==> config.mk <==
export PLATFORM = sky130hd
export DESIGN_NAME = pwm_capture_flat
export DESIGN_NICKNAME = d
export VERILOG_FILES = /design/src/rtl/pwm_capture_if.sv /design/src/rtl/pwm_capture.sv /design/src/flat_wrapper.sv
export SDC_FILE = /design/constraint.sdc
export NUM_CORES = 1
export LEC_CHECK = 0
export ABC_AREA = 1
export ABC_CLOCK_PERIOD_IN_PS = 1800
export CAP_MARGIN = 20
export CORE_MARGIN = 2
export CORE_UTILIZATION = 50
export DETAILED_ROUTE_END_ITERATION = 8
export PLACE_DENSITY = 0.78
export SYNTH_ARGS = -nofsm -noshare
export SYNTH_HDL_FRONTEND = slang
export SYNTH_SLANG_ARGS = --single-unit
==> constraint.sdc <==
create_clock -name sys_clk -period 1.8 [get_ports sys_clk]
set_input_delay 0.54 -clock sys_clk [delete_from_list [all_inputs] [get_ports sys_clk]]
set_output_delay 0.54 -clock sys_clk [all_outputs]
set_load 0.02 [all_outputs]
==> src/rtl/pwm_capture_if.sv <==
// Signal bundle between a PWM capture block and its controller/register file.
// The master drives enable, count-strobe selection and the pin; the slave returns results.
interface pwm_capture_if #(
  parameter int COMPARE_SIZE = 8
) ();
  logic                    ena;
  logic                    use_sys;
  logic                    tick_in;
  logic                    pwm_in;
  logic [COMPARE_SIZE-1:0] duty_out;
  logic [COMPARE_SIZE:0]   period_out;
  logic                    valid;
  logic                    stuck_high;
  logic                    stuck_low;

  modport master (
    output ena, use_sys, tick_in, pwm_in,
    input  duty_out, period_out, valid, stuck_high, stuck_low
  );

  modport slave (
    input  ena, use_sys, tick_in, pwm_in,
    output duty_out, period_out, valid, stuck_high, stuck_low
  );
endinterface

==> src/rtl/pwm_capture.sv <==
// Recovers the duty (high-tick count) and period (total-tick count) of an asynchronous PWM input.
// Results and stuck-line flags update together with a one-cycle valid pulse.
module pwm_capture #(
  parameter int COMPARE_SIZE = 8
) (
  input logic          sys_clk,
  input logic          rst,
  pwm_capture_if.slave bus
);
  // state | meaning
  // IDLE  | disabled; counters held at zero
  // ARM   | waiting for the first rising edge; partial period discarded
  // MEAS  | counting a period; each rising edge publishes and restarts
  localparam logic [1:0] IDLE = 2'd0;
  localparam logic [1:0] ARM  = 2'd1;
  localparam logic [1:0] MEAS = 2'd2;

  localparam int            CW       = COMPARE_SIZE + 1;
  localparam logic [CW-1:0] TMO      = '1;
  localparam logic [CW-1:0] ARM_LAST = TMO - CW'(1);

  logic                    sync_q;
  logic                    lvl;
  logic                    lvl_d;
  logic                    rise;
  logic                    step;
  logic                    publish;
  logic                    timeout;
  logic [1:0]              state;
  logic [CW-1:0]           per_cnt;
  logic [CW-1:0]           hi_cnt;
  logic [COMPARE_SIZE-1:0] duty_q;
  logic [CW-1:0]           period_q;
  logic                    valid_q;
  logic                    stuck_high_q;
  logic                    stuck_low_q;

  assign rise = lvl & ~lvl_d;
  assign step = bus.use_sys | bus.tick_in;

  function automatic logic [CW-1:0] sat_inc(input logic [CW-1:0] v, input logic en);
    return (en && (v != TMO)) ? v + CW'(1) : v;
  endfunction

  // ARM fires on its TMO-th step; MEAS counts the rise cycle as step one.
  always_comb begin
    publish = 1'b0;
    timeout = 1'b0;
    if (bus.ena) begin
      case (state)
        ARM:  timeout = ~rise & step & (per_cnt == ARM_LAST);
        MEAS: begin
          publish = rise;
          timeout = ~rise & step & (per_cnt == TMO);
        end
        default: ;
      endcase
    end
  end

  always_ff @(posedge sys_clk or posedge rst) begin
    if (rst) begin
      sync_q <= 1'b0;
      lvl    <= 1'b0;
      lvl_d  <= 1'b0;
    end else begin
      sync_q <= bus.pwm_in;
      lvl    <= sync_q;
      lvl_d  <= lvl;
    end
  end

  always_ff @(posedge sys_clk or posedge rst) begin
    if (rst) begin
      state   <= IDLE;
      per_cnt <= '0;
      hi_cnt  <= '0;
    end else if (!bus.ena) begin
      state   <= IDLE;
      per_cnt <= '0;
      hi_cnt  <= '0;
    end else begin
      case (state)
        IDLE: begin
          state   <= ARM;
          per_cnt <= '0;
          hi_cnt  <= '0;
        end
        ARM: begin
          if (rise) begin
            state   <= MEAS;
            per_cnt <= CW'(step);
            hi_cnt  <= CW'(step);
          end else if (timeout) begin
            per_cnt <= '0;
            hi_cnt  <= '0;
          end else begin
            per_cnt <= sat_inc(per_cnt, step);
            hi_cnt  <= '0;
          end
        end
        MEAS: begin
          // The rise cycle is already the first tick of the next period.
          if (rise) begin
            per_cnt <= CW'(step);
            hi_cnt  <= CW'(step);
          end else if (timeout) begin
            state   <= ARM;
            per_cnt <= '0;
            hi_cnt  <= '0;
          end else begin
            per_cnt <= sat_inc(per_cnt, step);
            hi_cnt  <= sat_inc(hi_cnt, step & lvl);
          end
        end
        default: begin
          state   <= IDLE;
          per_cnt <= '0;
          hi_cnt  <= '0;
        end
      endcase
    end
  end

  always_ff @(posedge sys_clk or posedge rst) begin
    if (rst) begin
      duty_q       <= '0;
      period_q     <= '0;
      valid_q      <= 1'b0;
      stuck_high_q <= 1'b0;
      stuck_low_q  <= 1'b0;
    end else begin
      valid_q <= publish | timeout;
      if (publish) begin
        duty_q       <= hi_cnt[COMPARE_SIZE] ? '1 : hi_cnt[COMPARE_SIZE-1:0];
        period_q     <= per_cnt;
        stuck_high_q <= 1'b0;
        stuck_low_q  <= 1'b0;
      end else if (timeout) begin
        duty_q       <= {COMPARE_SIZE{lvl}};
        period_q     <= TMO;
        stuck_high_q <= lvl;
        stuck_low_q  <= ~lvl;
      end
    end
  end

  assign bus.duty_out   = duty_q;
  assign bus.period_out = period_q;
  assign bus.valid      = valid_q;
  assign bus.stuck_high = stuck_high_q;
  assign bus.stuck_low  = stuck_low_q;
endmodule

==> src/flat_wrapper.sv <==
// flat-port wrapper written by rule: the top's interface ports become plain ports
module pwm_capture_flat 
#(
  parameter int COMPARE_SIZE = 8
)
  (sys_clk, rst, bus_ena, bus_use_sys, bus_tick_in, bus_pwm_in, bus_duty_out, bus_period_out, bus_valid, bus_stuck_high, bus_stuck_low);
  pwm_capture_if #(.COMPARE_SIZE(COMPARE_SIZE)) bus_i ();
  input logic sys_clk;
  input logic rst;
  input wire logic [$bits(bus_i.ena)-1:0] bus_ena;
  input wire logic [$bits(bus_i.use_sys)-1:0] bus_use_sys;
  input wire logic [$bits(bus_i.tick_in)-1:0] bus_tick_in;
  input wire logic [$bits(bus_i.pwm_in)-1:0] bus_pwm_in;
  output wire logic [$bits(bus_i.duty_out)-1:0] bus_duty_out;
  output wire logic [$bits(bus_i.period_out)-1:0] bus_period_out;
  output wire logic [$bits(bus_i.valid)-1:0] bus_valid;
  output wire logic [$bits(bus_i.stuck_high)-1:0] bus_stuck_high;
  output wire logic [$bits(bus_i.stuck_low)-1:0] bus_stuck_low;
  assign bus_i.ena = bus_ena;
  assign bus_i.use_sys = bus_use_sys;
  assign bus_i.tick_in = bus_tick_in;
  assign bus_i.pwm_in = bus_pwm_in;
  assign bus_duty_out = bus_i.duty_out;
  assign bus_period_out = bus_i.period_out;
  assign bus_valid = bus_i.valid;
  assign bus_stuck_high = bus_i.stuck_high;
  assign bus_stuck_low = bus_i.stuck_low;
  pwm_capture #(.COMPARE_SIZE(COMPARE_SIZE)) u_core (.sys_clk(sys_clk), .rst(rst), .bus(bus_i));
endmodule
# Word level (Yosys, flattened, before mapping)
# Index checks and enable logic that the tools add are counted.
dict set report totals {
  output_inout_bits 20
  ram_bits 0
  latch_bits 0
  romBits 0
  reg_bits 43
  n_memories 0
}
dict set report op_classes {
  multipliers 0
  addsub 2
  shifts 0
  div 0
  n_mux 29
  n_eq_ne 11
  reduce_logical 6
  bitwise_logic 10
  magnitude_cmp 0
}
# cell n
set ops {}
lappend ops {{two-way mux 9 bit} 11}
lappend ops {{two-way mux 8 bit} 3}
lappend ops {{adder 9 x 1 -> 9 bit, second input constant} 2}
lappend ops {{== test 9 bit, second input constant} 2}
lappend ops {{inequality test 9 bit, second input constant} 2}
lappend ops {{one-hot mux 9 bit (2 select lines)} 1}
lappend ops {{inequality test 5 x 2 -> 1 bit, second input constant} 2}
lappend ops {{two-way mux 1 bit} 8}
lappend ops {{two-way mux 2 bit} 4}
lappend ops {{inequality test 3 x 2 -> 1 bit, second input constant} 2}
lappend ops {{one-hot mux 2 bit (3 select lines)} 1}
lappend ops {{AND 1 bit} 5}
lappend ops {{inequality test 3 bit, second input constant} 1}
lappend ops {{NOT 1 bit} 3}
lappend ops {{AND reduction 3 bit} 1}
lappend ops {{== test 2 x 1 -> 1 bit, second input constant} 1}
lappend ops {{== test 2 bit, second input constant} 1}
lappend ops {{logical AND 1 bit} 2}
lappend ops {{logical NOT 2 bit} 1}
lappend ops {{OR 1 bit} 2}
lappend ops {{one-hot mux 1 bit (2 select lines)} 1}
lappend ops {{nonzero test 2 bit} 1}
lappend ops {{OR reduction 2 bit} 1}

# Depth between registers and ports, before layout
# Gate-level depths: netlist of the first run.
dict set report depth {
  ltp_word 11
  depth_mapped 14
  ltp_nobuf 13
}

# Worst setup path after synthesis of the first run
# No wires, ideal clock.
dict set report synth_timing {
  kind {reg-to-reg}
  startpoint {register u_core.hi_cnt[0]}
  endpoint {register u_core.hi_cnt[2]}
  arrival_ns 1.760
  stages_incl_launch_ff 15
  setup_slack_ns -0.073
  path_buffers 1
  cell_sequence {dfrtp_1 ha_1 nand2_1 nor2_1 nand4_1 nor2_1 ha_1 nor3_1 nor2_2 nand3_2 buf_6 nand2_2 nand2_1 nand2_1 inv_1}
}
dict set report synth_between {
  elab_chain_cells 6
}
# element line_no
set synth_rtl {}
lappend synth_rtl {{start, declared} pwm_capture.sv:31} ;# logic [CW-1:0] hi_cnt;
lappend synth_rtl {{start signal, assigned} pwm_capture.sv:93} ;# hi_cnt <= CW'(step);
lappend synth_rtl {{start signal, assigned} pwm_capture.sv:106} ;# hi_cnt <= CW'(step);
lappend synth_rtl {{start signal, assigned} pwm_capture.sv:113} ;# hi_cnt <= sat_inc(hi_cnt, step & lvl);
lappend synth_rtl {{adder 9 x 1 -> 9 bit} pwm_capture.sv:42} ;# return (en && (v != TMO)) ? v + CW'(1) : v;
lappend synth_rtl {{two-way mux 9 bit} pwm_capture.sv:42}
lappend synth_rtl {{two-way mux 9 bit} pwm_capture.sv:107} ;# end else if (timeout) begin
lappend synth_rtl {{two-way mux 9 bit} pwm_capture.sv:104} ;# if (rise) begin
lappend synth_rtl {{one-hot mux 9 bit (2 select lines)} pwm_capture.sv:83} ;# case (state)
lappend synth_rtl {{two-way mux 9 bit} pwm_capture.sv:78} ;# end else if (!bus.ena) begin
# Parallel ways exist; a longest one is shown, timed or not. The select of a mux whose other input is x is not followed.
# A chain may end at the register's enable or synchronous reset.

# Worst setup path in the final report of the first run
dict set report layout_timing {
  startpoint {register u_core.hi_cnt[0]}
  endpoint {register u_core.hi_cnt[8]}
}
# Same word-level chain as after synthesis.

==> flow_summary.json, run 1 <==
{
  "run_status": "finished with violations",
  "violated_checks": "setup timing",
  "layout.nets": 361,
  "cts_hold_repair.buffers": 0,
  "h-tree-depth": 2,
  "place_congestion": 0.883,
  "worstHoldPathType": "reg -> reg",
  "worstReg2RegStart": "u_core.hi_cnt[0]",
  "layout.cells.most_common_list": "56 x sky130_fd_sc_hd__nand2_1, 43 x sky130_fd_sc_hd__dfrtp_1, 38 x sky130_fd_sc_hd__buf_4",
  "routedWlPerCell_um": 15.4,
  "clkPwrFrac_pct": 29.2,
  "yosysWarningCount": 0,
  "antenna-diode-count": 0,
  "syn_to_final_growth_pct": 39.2,
  "first_iter_violations": 198,
  "final.fill_count": 288,
  "maxCapViolCount": 0,
  "critPathArrivalTime_ns": 2.10,
  "synth.avg_cell_area_um2": 8.09,
  "clkSinkCount": 43,
  "seqPwrFrac_pct": 38.3,
  "route.detailed.drc": 0,
  "clock_latency_ns": 0.30,
  "detailroute.via_count": 2268,
  "worst_setup_sp_type": "flop",
  "drt-pass1-iter-count": 5,
  "grt_pass1_vias": 2079,
  "numPlacedInstances": 381,
  "max_slew_margin_pct": 79.2,
  "clock_tree_from_tritoncts": "done",
  "clkTransAtPathRegs_ns": 0.08,
  "cellPowerDensity_mw_per_mm2": 976,
  "power.internal_mw": 2.08,
  "cp_max_fo": 7,
  "timing.final.ws_setup_ns": -0.107,
  "route.final.wire_length_um": 6150,
  "worst_ir_drop_vdd_mv": 0.471,
  "mappedNetlistArea_mm2": 0.00226,
  "critical_path_required_ns": 2.00,
  "grt_use_total_pct": 23.1,
  "final_hpwl_dp_um": 3750,
  "combinationalPowerShare_pct": 32.4,
  "r2r-end": "u_core.hi_cnt[8]",
  "cts_made_buffers": 5,
  "synth_top_area_share_pct": 47.6,
  "global_route.overflow_total": 0,
  "fin_crit_ns": 1.91,
  "clock_tree.root_cell": "sky130_fd_sc_hd__clkbuf_8",
  "largest_net_degree_at_the_start_of_global_routing": 44,
  "drv_slew": 0,
  "hold-worst-slack_ns": 0.356,
  "die_h_um": 71.2,
  "area_used_by_multi_input_combinational_logic_mm2": 0.00114,
  "fmaxAchievable_mhz": 524,
  "dp_worst_setup_slack_ns": -0.379,
  "layout_cell_share_with_drive_strength_beyond_1_pct": 25.0,
  "initial_core_util_pct": 51.9,
  "syn-num-nets": 293,
  "worst_skew_ns": 0.00884,
  "netlist_top_cells_area": "sky130_fd_sc_hd__dfrtp_1 48%, sky130_fd_sc_hd__nand2_1 10%, sky130_fd_sc_hd__nand3_1 6.6%, sky130_fd_sc_hd__inv_1 5.7%, sky130_fd_sc_hd__ha_1 4.4%",
  "crit_path_end_kind": "flop",
  "grt_pass1_wl_um": 9220,
  "path_class": "reg -> reg",
  "design.die.area_mm2": 0.00507,
  "cts_buffer_depth": 2,
  "post_place_cell_area_mm2": 0.00278,
  "power.net_switching_mw": 0.990,
  "reg2reg_depth": 12,
  "cp-startpoint": "u_core.hi_cnt[0]",
  "worstSetupEndpoint": "u_core.hi_cnt[8]",
  "die_w_um": 71.2,
  "finalHoldViolations": 0,
  "synth.ff_latch_count": 43,
  "swShare_pct": 32.3,
  "placement.io_buffers": 25,
  "setup_viol_count_final": 10,
  "cellLeakagePower_nw": 1.75,
  "placementRows": 24,
  "synth-seq-area-share_pct": 47.6,
  "ios": 26,
  "antenna_violations_before_repair": 0,
  "synth_cells": 279,
  "core_region_area_mm2": 0.00435,
  "final_common_cell": "sky130_fd_sc_hd__nand2_1",
  "postLayoutCellArea_mm2": 0.00314,
  "post-synth-top-area-cell": "sky130_fd_sc_hd__dfrtp_1",
  "final_min_period_over_clock_period_pct": 106,
  "netlist-cell-type-count": 27,
  "rsz0062_at_grt": "true",
  "avgViaCountPerCell": 5.67,
  "detail-route-antenna-nets": 0,
  "layout.cells.non_filler": 400,
  "ff_latch_area_mm2": 0.00108,
  "reg2reg_setup_slack_ns": -0.11,
  "worst_slew_pin_slew_ns": 0.313
}
-- power by group through the flow --
| stage | logic [mW] | registers [mW] | clock network (mW) |
|---|---|---|---|
| 2_1_floorplan | 0.398 | 1.33 | 0 |
| 3_3_place_gp | 0.941 | 1.19 | 0 |
| 3_5_place_dp | 0.960 | 1.20 | 0 |
| 4_1_cts | 0.927 | 1.18 | 0.895 |
| 5_1_grt | 1.08 | 1.19 | 0.938 |
| 6_report | 0.995 | 1.18 | 0.897 |
-- layer usage --
layer	routed length, µm	up-vias	share of wire, %	track usage [%]
met5	0	-	0	0
met4	157	0	2.6	9.85
met3	560	15	9.1	4.13
met2	2860	129	47	36.1
met1	2570	1074	42	31.5
li1	-	1050	-	-
-- kinds of logic after synthesis --
family | count (synthesis) | share of synthesized area (%)
adder cells (fa/ha/maj) | 8 | 4.43
AO/OA/AOI/OAI | 32 | 7.37
AND/OR/NAND/NOR | 149 | 31.4
flip-flops | 43 | 47.6
XOR/XNOR | 3 | 1.16
buffers and inverters | 44 | 7.98
-- state kept, by name, summed over array words and instances (netlist names) --
signal and flops:
u_core.bus.period_out 9, u_core.hi_cnt 9, u_core.per_cnt 9, u_core.bus.duty_out 8, u_core.state 2, u_core.bus.stuck_high 1, u_core.bus.stuck_low 1, u_core.bus.valid 1
u_core.lvl 1, u_core.lvl_d 1, u_core.sync_q 1
-- timing repair --
item,CTS,global route
endpoints found under the setup margin,17,51
buffers inserted,1,8
gates resized for setup,12,37
cloned,2,0
pin swaps,2,9
-- critical path, cell delays in order (launching register included) --
cell and delay [ns]:
sky130_fd_sc_hd__dfrtp_1 0.37, sky130_fd_sc_hd__ha_2 0.20, sky130_fd_sc_hd__nand2_2 0.08, sky130_fd_sc_hd__nor2_4 0.10, sky130_fd_sc_hd__nand4_1 0.13, sky130_fd_sc_hd__nor2_1 0.14, sky130_fd_sc_hd__ha_2 0.21, sky130_fd_sc_hd__nor3_4 0.05
sky130_fd_sc_hd__nor2_4 0.13, sky130_fd_sc_hd__buf_6 0.12, sky130_fd_sc_hd__nand3_4 0.11, sky130_fd_sc_hd__nand3_1 0.11, sky130_fd_sc_hd__nand2_1 0.05
-- cell usage after synthesis --
cell                        n
sky130_fd_sc_hd__a21oi_1   14
sky130_fd_sc_hd__buf_2      3
sky130_fd_sc_hd__buf_4      1
sky130_fd_sc_hd__buf_6      1
sky130_fd_sc_hd__clkbuf_1   1
sky130_fd_sc_hd__clkinv_1   1
sky130_fd_sc_hd__dfrtp_1   43
sky130_fd_sc_hd__ha_1       8
sky130_fd_sc_hd__inv_1     34
sky130_fd_sc_hd__inv_2      3
sky130_fd_sc_hd__nand2_1   60
sky130_fd_sc_hd__nand2_2    5
sky130_fd_sc_hd__nand3_1   30
sky130_fd_sc_hd__nand3_2    2
sky130_fd_sc_hd__nand3_4    1
sky130_fd_sc_hd__nand3b_1   1
sky130_fd_sc_hd__nand4_1   11
sky130_fd_sc_hd__nor2_1    25
sky130_fd_sc_hd__nor2_2     5
sky130_fd_sc_hd__nor2_4     3
sky130_fd_sc_hd__nor3_1     6
sky130_fd_sc_hd__o211ai_1   1
sky130_fd_sc_hd__o21ai_0   15
sky130_fd_sc_hd__o21ai_1    1
sky130_fd_sc_hd__o22a_1     1
sky130_fd_sc_hd__xnor2_1    1
sky130_fd_sc_hd__xor2_1     2
-- worst min-delay path by stage --
| stage | from | end | slack [ns] | depth (start not counted) |
|---|---|---|---|---|
| 2_1_floorplan | u_core.sync_q | u_core.lvl | 0.33 | 0 |
| 3_3_place_gp | u_core.sync_q | u_core.lvl | 0.34 | 0 |
| 3_5_place_dp | u_core.sync_q | u_core.lvl | 0.34 | 0 |
| 4_1_cts | u_core.sync_q | u_core.lvl | 0.36 | 0 |
| 5_1_grt | u_core.sync_q | u_core.lvl | 0.37 | 0 |
| 6_report | u_core.sync_q | u_core.lvl | 0.36 | 0 |
-- layout make-up --
cell class	count	area share, %
clock inverters	2	1.91
clock buffers	6	2.31
well taps	52	2.07
multi-input cells	194	36.1
repair buffers	65	18.8
inverters	38	4.54
flip-flops and latches	43	34.2
-- stage by stage --
stage               power [mW]  setup TNS, ns  utilization (%)
floorplan                 1.73         -0.170                -
global placement          2.13          -8.48             63.9
detailed placement        2.16         -10.26             63.9
CTS                       3.00         -0.152             68.0
global route              3.21          -2.84             72.2
finish                    3.07         -0.738             72.2
No activity file was read; power rests on OpenSTA's default activity.
==> run 2: changes to the inputs <==
--- a/config.mk
+++ b/config.mk
@@ -5,7 +5,6 @@
 export SDC_FILE = /design/constraint.sdc
 export NUM_CORES = 1
 export LEC_CHECK = 0
-export ABC_AREA = 1
 export ABC_CLOCK_PERIOD_IN_PS = 1800
 export CAP_MARGIN = 20
 export CORE_MARGIN = 2
==> flow_summary.json, run 2 <==
{
  "clkPwrFrac_pct": 24.8,
  "worst_slew_pin_slew_ns": 0.528,
  "run_status": "finished with violations",
  "initial_core_util_pct": 51.2,
  "post-synth-top-area-cell": "sky130_fd_sc_hd__dfrtp_1",
  "synth_compound_area_share_pct": 15.3,
  "mappedNetlistArea_mm2": 0.00220,
  "synth_top_area_share_pct": 48.9,
  "syn_to_final_growth_pct": 60.6,
  "seqPwrFrac_pct": 45.0,
  "route.final.wire_length_um": 7200,
  "cts_buffer_depth": 2,
  "route.detailed.drc": 0,
  "netlist_top_cells_area": "sky130_fd_sc_hd__dfrtp_1 49%, sky130_fd_sc_hd__nand2_1 4.6%, sky130_fd_sc_hd__ha_1 4.6%, sky130_fd_sc_hd__a21oi_2 3.6%, sky130_fd_sc_hd__nor2_1 3.6%",
  "antenna_violations_before_repair": 0,
  "cellPowerDensity_mw_per_mm2": 760,
  "die_w_um": 70.3,
  "grt_pass1_wl_um": 10800,
  "layout.nets": 333,
  "synth_adder_area_share_pct": 4.55,
  "layout_cell_share_with_drive_strength_beyond_1_pct": 44.1,
  "swShare_pct": 34.6,
  "post-synth-top-count-cell": "sky130_fd_sc_hd__dfrtp_1",
  "worstHoldPathType": "reg -> reg",
  "rsz0062_at_grt": "true",
  "global_route.overflow_total": 0,
  "ys_top_cells_by_count": "43 x sky130_fd_sc_hd__dfrtp_1, 27 x sky130_fd_sc_hd__nand2_1, 21 x sky130_fd_sc_hd__nor2_1",
  "cp_max_fo": 6,
  "maxCapViolCount": 0,
  "cts_hold_repair.buffers": 0,
  "routedWlPerCell_um": 19.3,
  "yosysWarningCount": 0,
  "dp_worst_setup_slack_ns": -0.632,
  "worst_setup_sp_type": "flop",
  "layout.cells.most_common_list": "56 x sky130_fd_sc_hd__buf_4, 41 x sky130_fd_sc_hd__dfrtp_1, 23 x sky130_fd_sc_hd__nand2_1",
  "reg2reg_depth": 11,
  "final_common_cell": "sky130_fd_sc_hd__buf_4",
  "cp-startpoint": "u_core.hi_cnt[1]",
  "power.internal_mw": 1.76,
  "worst_skew_ns": 0.00906,
  "critical_path_required_ns": 2.00,
  "postSynth.topFlopCell": "sky130_fd_sc_hd__dfrtp_1",
  "fin_crit_ns": 2.34,
  "synth-seq-area-share_pct": 48.9,
  "die_h_um": 70.3,
  "critPathArrivalTime_ns": 2.53,
  "synth.area.mux_share_pct": 0.455,
  "clock_tree.root_cell": "sky130_fd_sc_hd__clkbuf_8",
  "worstReg2RegStart": "u_core.hi_cnt[1]",
  "power.net_switching_mw": 0.929,
  "syn-num-nets": 243,
  "clock_latency_ns": 0.31,
  "worst_ir_drop_vdd_mv": 0.462,
  "core_region_area_mm2": 0.00429,
  "synth.avg_cell_area_um2": 9.60,
  "clock_tree_from_tritoncts": "done",
  "synth_simple_gate_area_share_pct": 24.4,
  "clkTransAtPathRegs_ns": 0.09,
  "crit_path_end_kind": "flop",
  "synth_top_family_by_area": "simple AND/OR/NAND/NOR gates",
  "ios": 26,
  "design.die.area_mm2": 0.00494,
  "detail-route-antenna-nets": 0,
  "detailroute.via_count": 2193,
  "yosys.area_share.xor_xnor_pct": 3.19,
  "setup_viol_count_final": 29,
  "synth.ff_latch_count": 43,
  "cellLeakagePower_nw": 1.65,
  "place_congestion": 0.920,
  "final.fill_count": 257,
  "combinationalPowerShare_pct": 30.2,
  "largest_net_degree_at_the_start_of_global_routing": 44,
  "worstSetupEndpoint": "u_core.hi_cnt[6]",
  "reg2reg_setup_slack_ns": -0.54,
  "synth_cells": 229,
  "timing.final.ws_setup_ns": -0.538,
  "final_min_period_over_clock_period_pct": 130,
  "clkSinkCount": 43,
  "final_hpwl_dp_um": 3950,
  "setup_total_negative_slack_ns": -7.45,
  "antenna-diode-count": 0,
  "placementRows": 24,
  "h-tree-depth": 2,
  "drv_slew": 0,
  "avgViaCountPerCell": 5.90,
  "synth-edff-count": 0,
  "cts_made_buffers": 5,
  "grt_use_total_pct": 28.2,
  "finalHoldViolations": 0,
  "drt-pass1-iter-count": 5,
  "ys_async_sr_fraction_pct": 100,
  "netlist-cell-type-count": 44,
  "max_slew_margin_pct": 64.7,
  "grt_pass1_vias": 2158,
  "path_class": "reg -> reg",
  "placement.io_buffers": 25,
  "violated_checks": "setup timing",
  "r2r-end": "u_core.hi_cnt[6]",
  "first_iter_violations": 164,
  "fmaxAchievable_mhz": 428
}
-- run 2: cell types whose count changed after synthesis, moves of 8 or more --
cell,previous run,this run
sky130_fd_sc_hd__nand2_1,60,27
sky130_fd_sc_hd__inv_1,34,7
sky130_fd_sc_hd__nand3_1,30,12
sky130_fd_sc_hd__a21oi_1,14,4
sky130_fd_sc_hd__nand4_1,11,1
sky130_fd_sc_hd__a21oi_2,0,9
sky130_fd_sc_hd__a31oi_1,0,8
-- run 2: critical path, stage by stage, from the launching register on --
cell,delay (ns)
sky130_fd_sc_hd__dfrtp_1,0.37
sky130_fd_sc_hd__ha_2,0.18
sky130_fd_sc_hd__and3_4,0.18
sky130_fd_sc_hd__and3_4,0.19
sky130_fd_sc_hd__and3_4,0.18
sky130_fd_sc_hd__ha_4,0.14
sky130_fd_sc_hd__o21bai_4,0.12
sky130_fd_sc_hd__a21boi_2,0.09
sky130_fd_sc_hd__a211oi_4,0.36
sky130_fd_sc_hd__buf_6,0.18
sky130_fd_sc_hd__nand2b_4,0.16
sky130_fd_sc_hd__o22ai_2,0.07
-- run 2: how the worst min path moves through the flow --
stage	start	end	cells after the start
2_1_floorplan	u_core.sync_q	u_core.lvl	0
3_3_place_gp	u_core.sync_q	u_core.lvl	0
3_5_place_dp	u_core.sync_q	u_core.lvl	0
4_1_cts	u_core.sync_q	u_core.lvl	0
5_1_grt	u_core.sync_q	u_core.lvl	0
6_report	u_core.sync_q	u_core.lvl	0
-- run 2: routing by layer --
metal  up-vias  wire, µm  GRT usage (%)
li1        981         -              -
met1      1072      2760           36.0
met2       112      3640           45.4
met3        28       445           5.92
met4         0       350           14.1
met5         -         0              0
-- run 2: stage by stage --
| stage | power, mW | hold slack [ns] | instance area, µm² | cells | util, % |
|---|---|---|---|---|---|
| after floorplan | 1.63 | 0.331 | 2340 | 229 | - |
| after global placement | 1.97 | 0.333 | 3040 | 352 | 70.8 |
| after detailed placement | 2.00 | 0.340 | 3040 | 352 | 70.8 |
| after CTS | 2.61 | 0.361 | 3360 | 368 | 78.2 |
| after global routing | 2.78 | 0.364 | 3530 | 372 | 82.2 |
| final | 2.68 | 0.360 | 3530 | 372 | 82.2 |
-- run 2: timing repair --
action                                  CTS  global route
gates cloned                              1             0
endpoints found under the setup margin   48            36
setup buffers                             7             4
pin swaps                                16            15
gates resized for setup                  55            21
-- run 2: kinds of logic (layout without fill, tap and decap cells) --
logic type | after synthesis | after routing
compound gates | 49 | 49
xor+xnor | 8 | 8
fa+ha+maj | 8 | 8
buf+inv | 16 | 106
flops | 43 | 43
mux | 1 | 1
simple gates | 104 | 105
-- run 2: power by group through the flow --
| stage | combinational (mW) | sequential [mW] | clock [mW] |
|---|---|---|---|
| global placement | 0.759 | 1.21 | 0 |
| floorplan | 0.274 | 1.35 | 0 |
| finish | 0.811 | 1.21 | 0.665 |
| detailed placement | 0.777 | 1.22 | 0 |
| CTS | 0.746 | 1.20 | 0.665 |
| global route | 0.862 | 1.22 | 0.699 |
-- run 2: area by class of cell --
cell class | count | area [µm²] | area share (%)
Clock buffer | 5 | 68.8 | 1.95
Tap cell | 52 | 65.1 | 1.84
Timing Repair Buffer | 91 | 803 | 22.7
Sequential cell | 43 | 1080 | 30.5
Clock inverter | 3 | 23.8 | 0.673
Inverter | 7 | 26.3 | 0.744
Multi-Input combinational cell | 171 | 1470 | 41.5
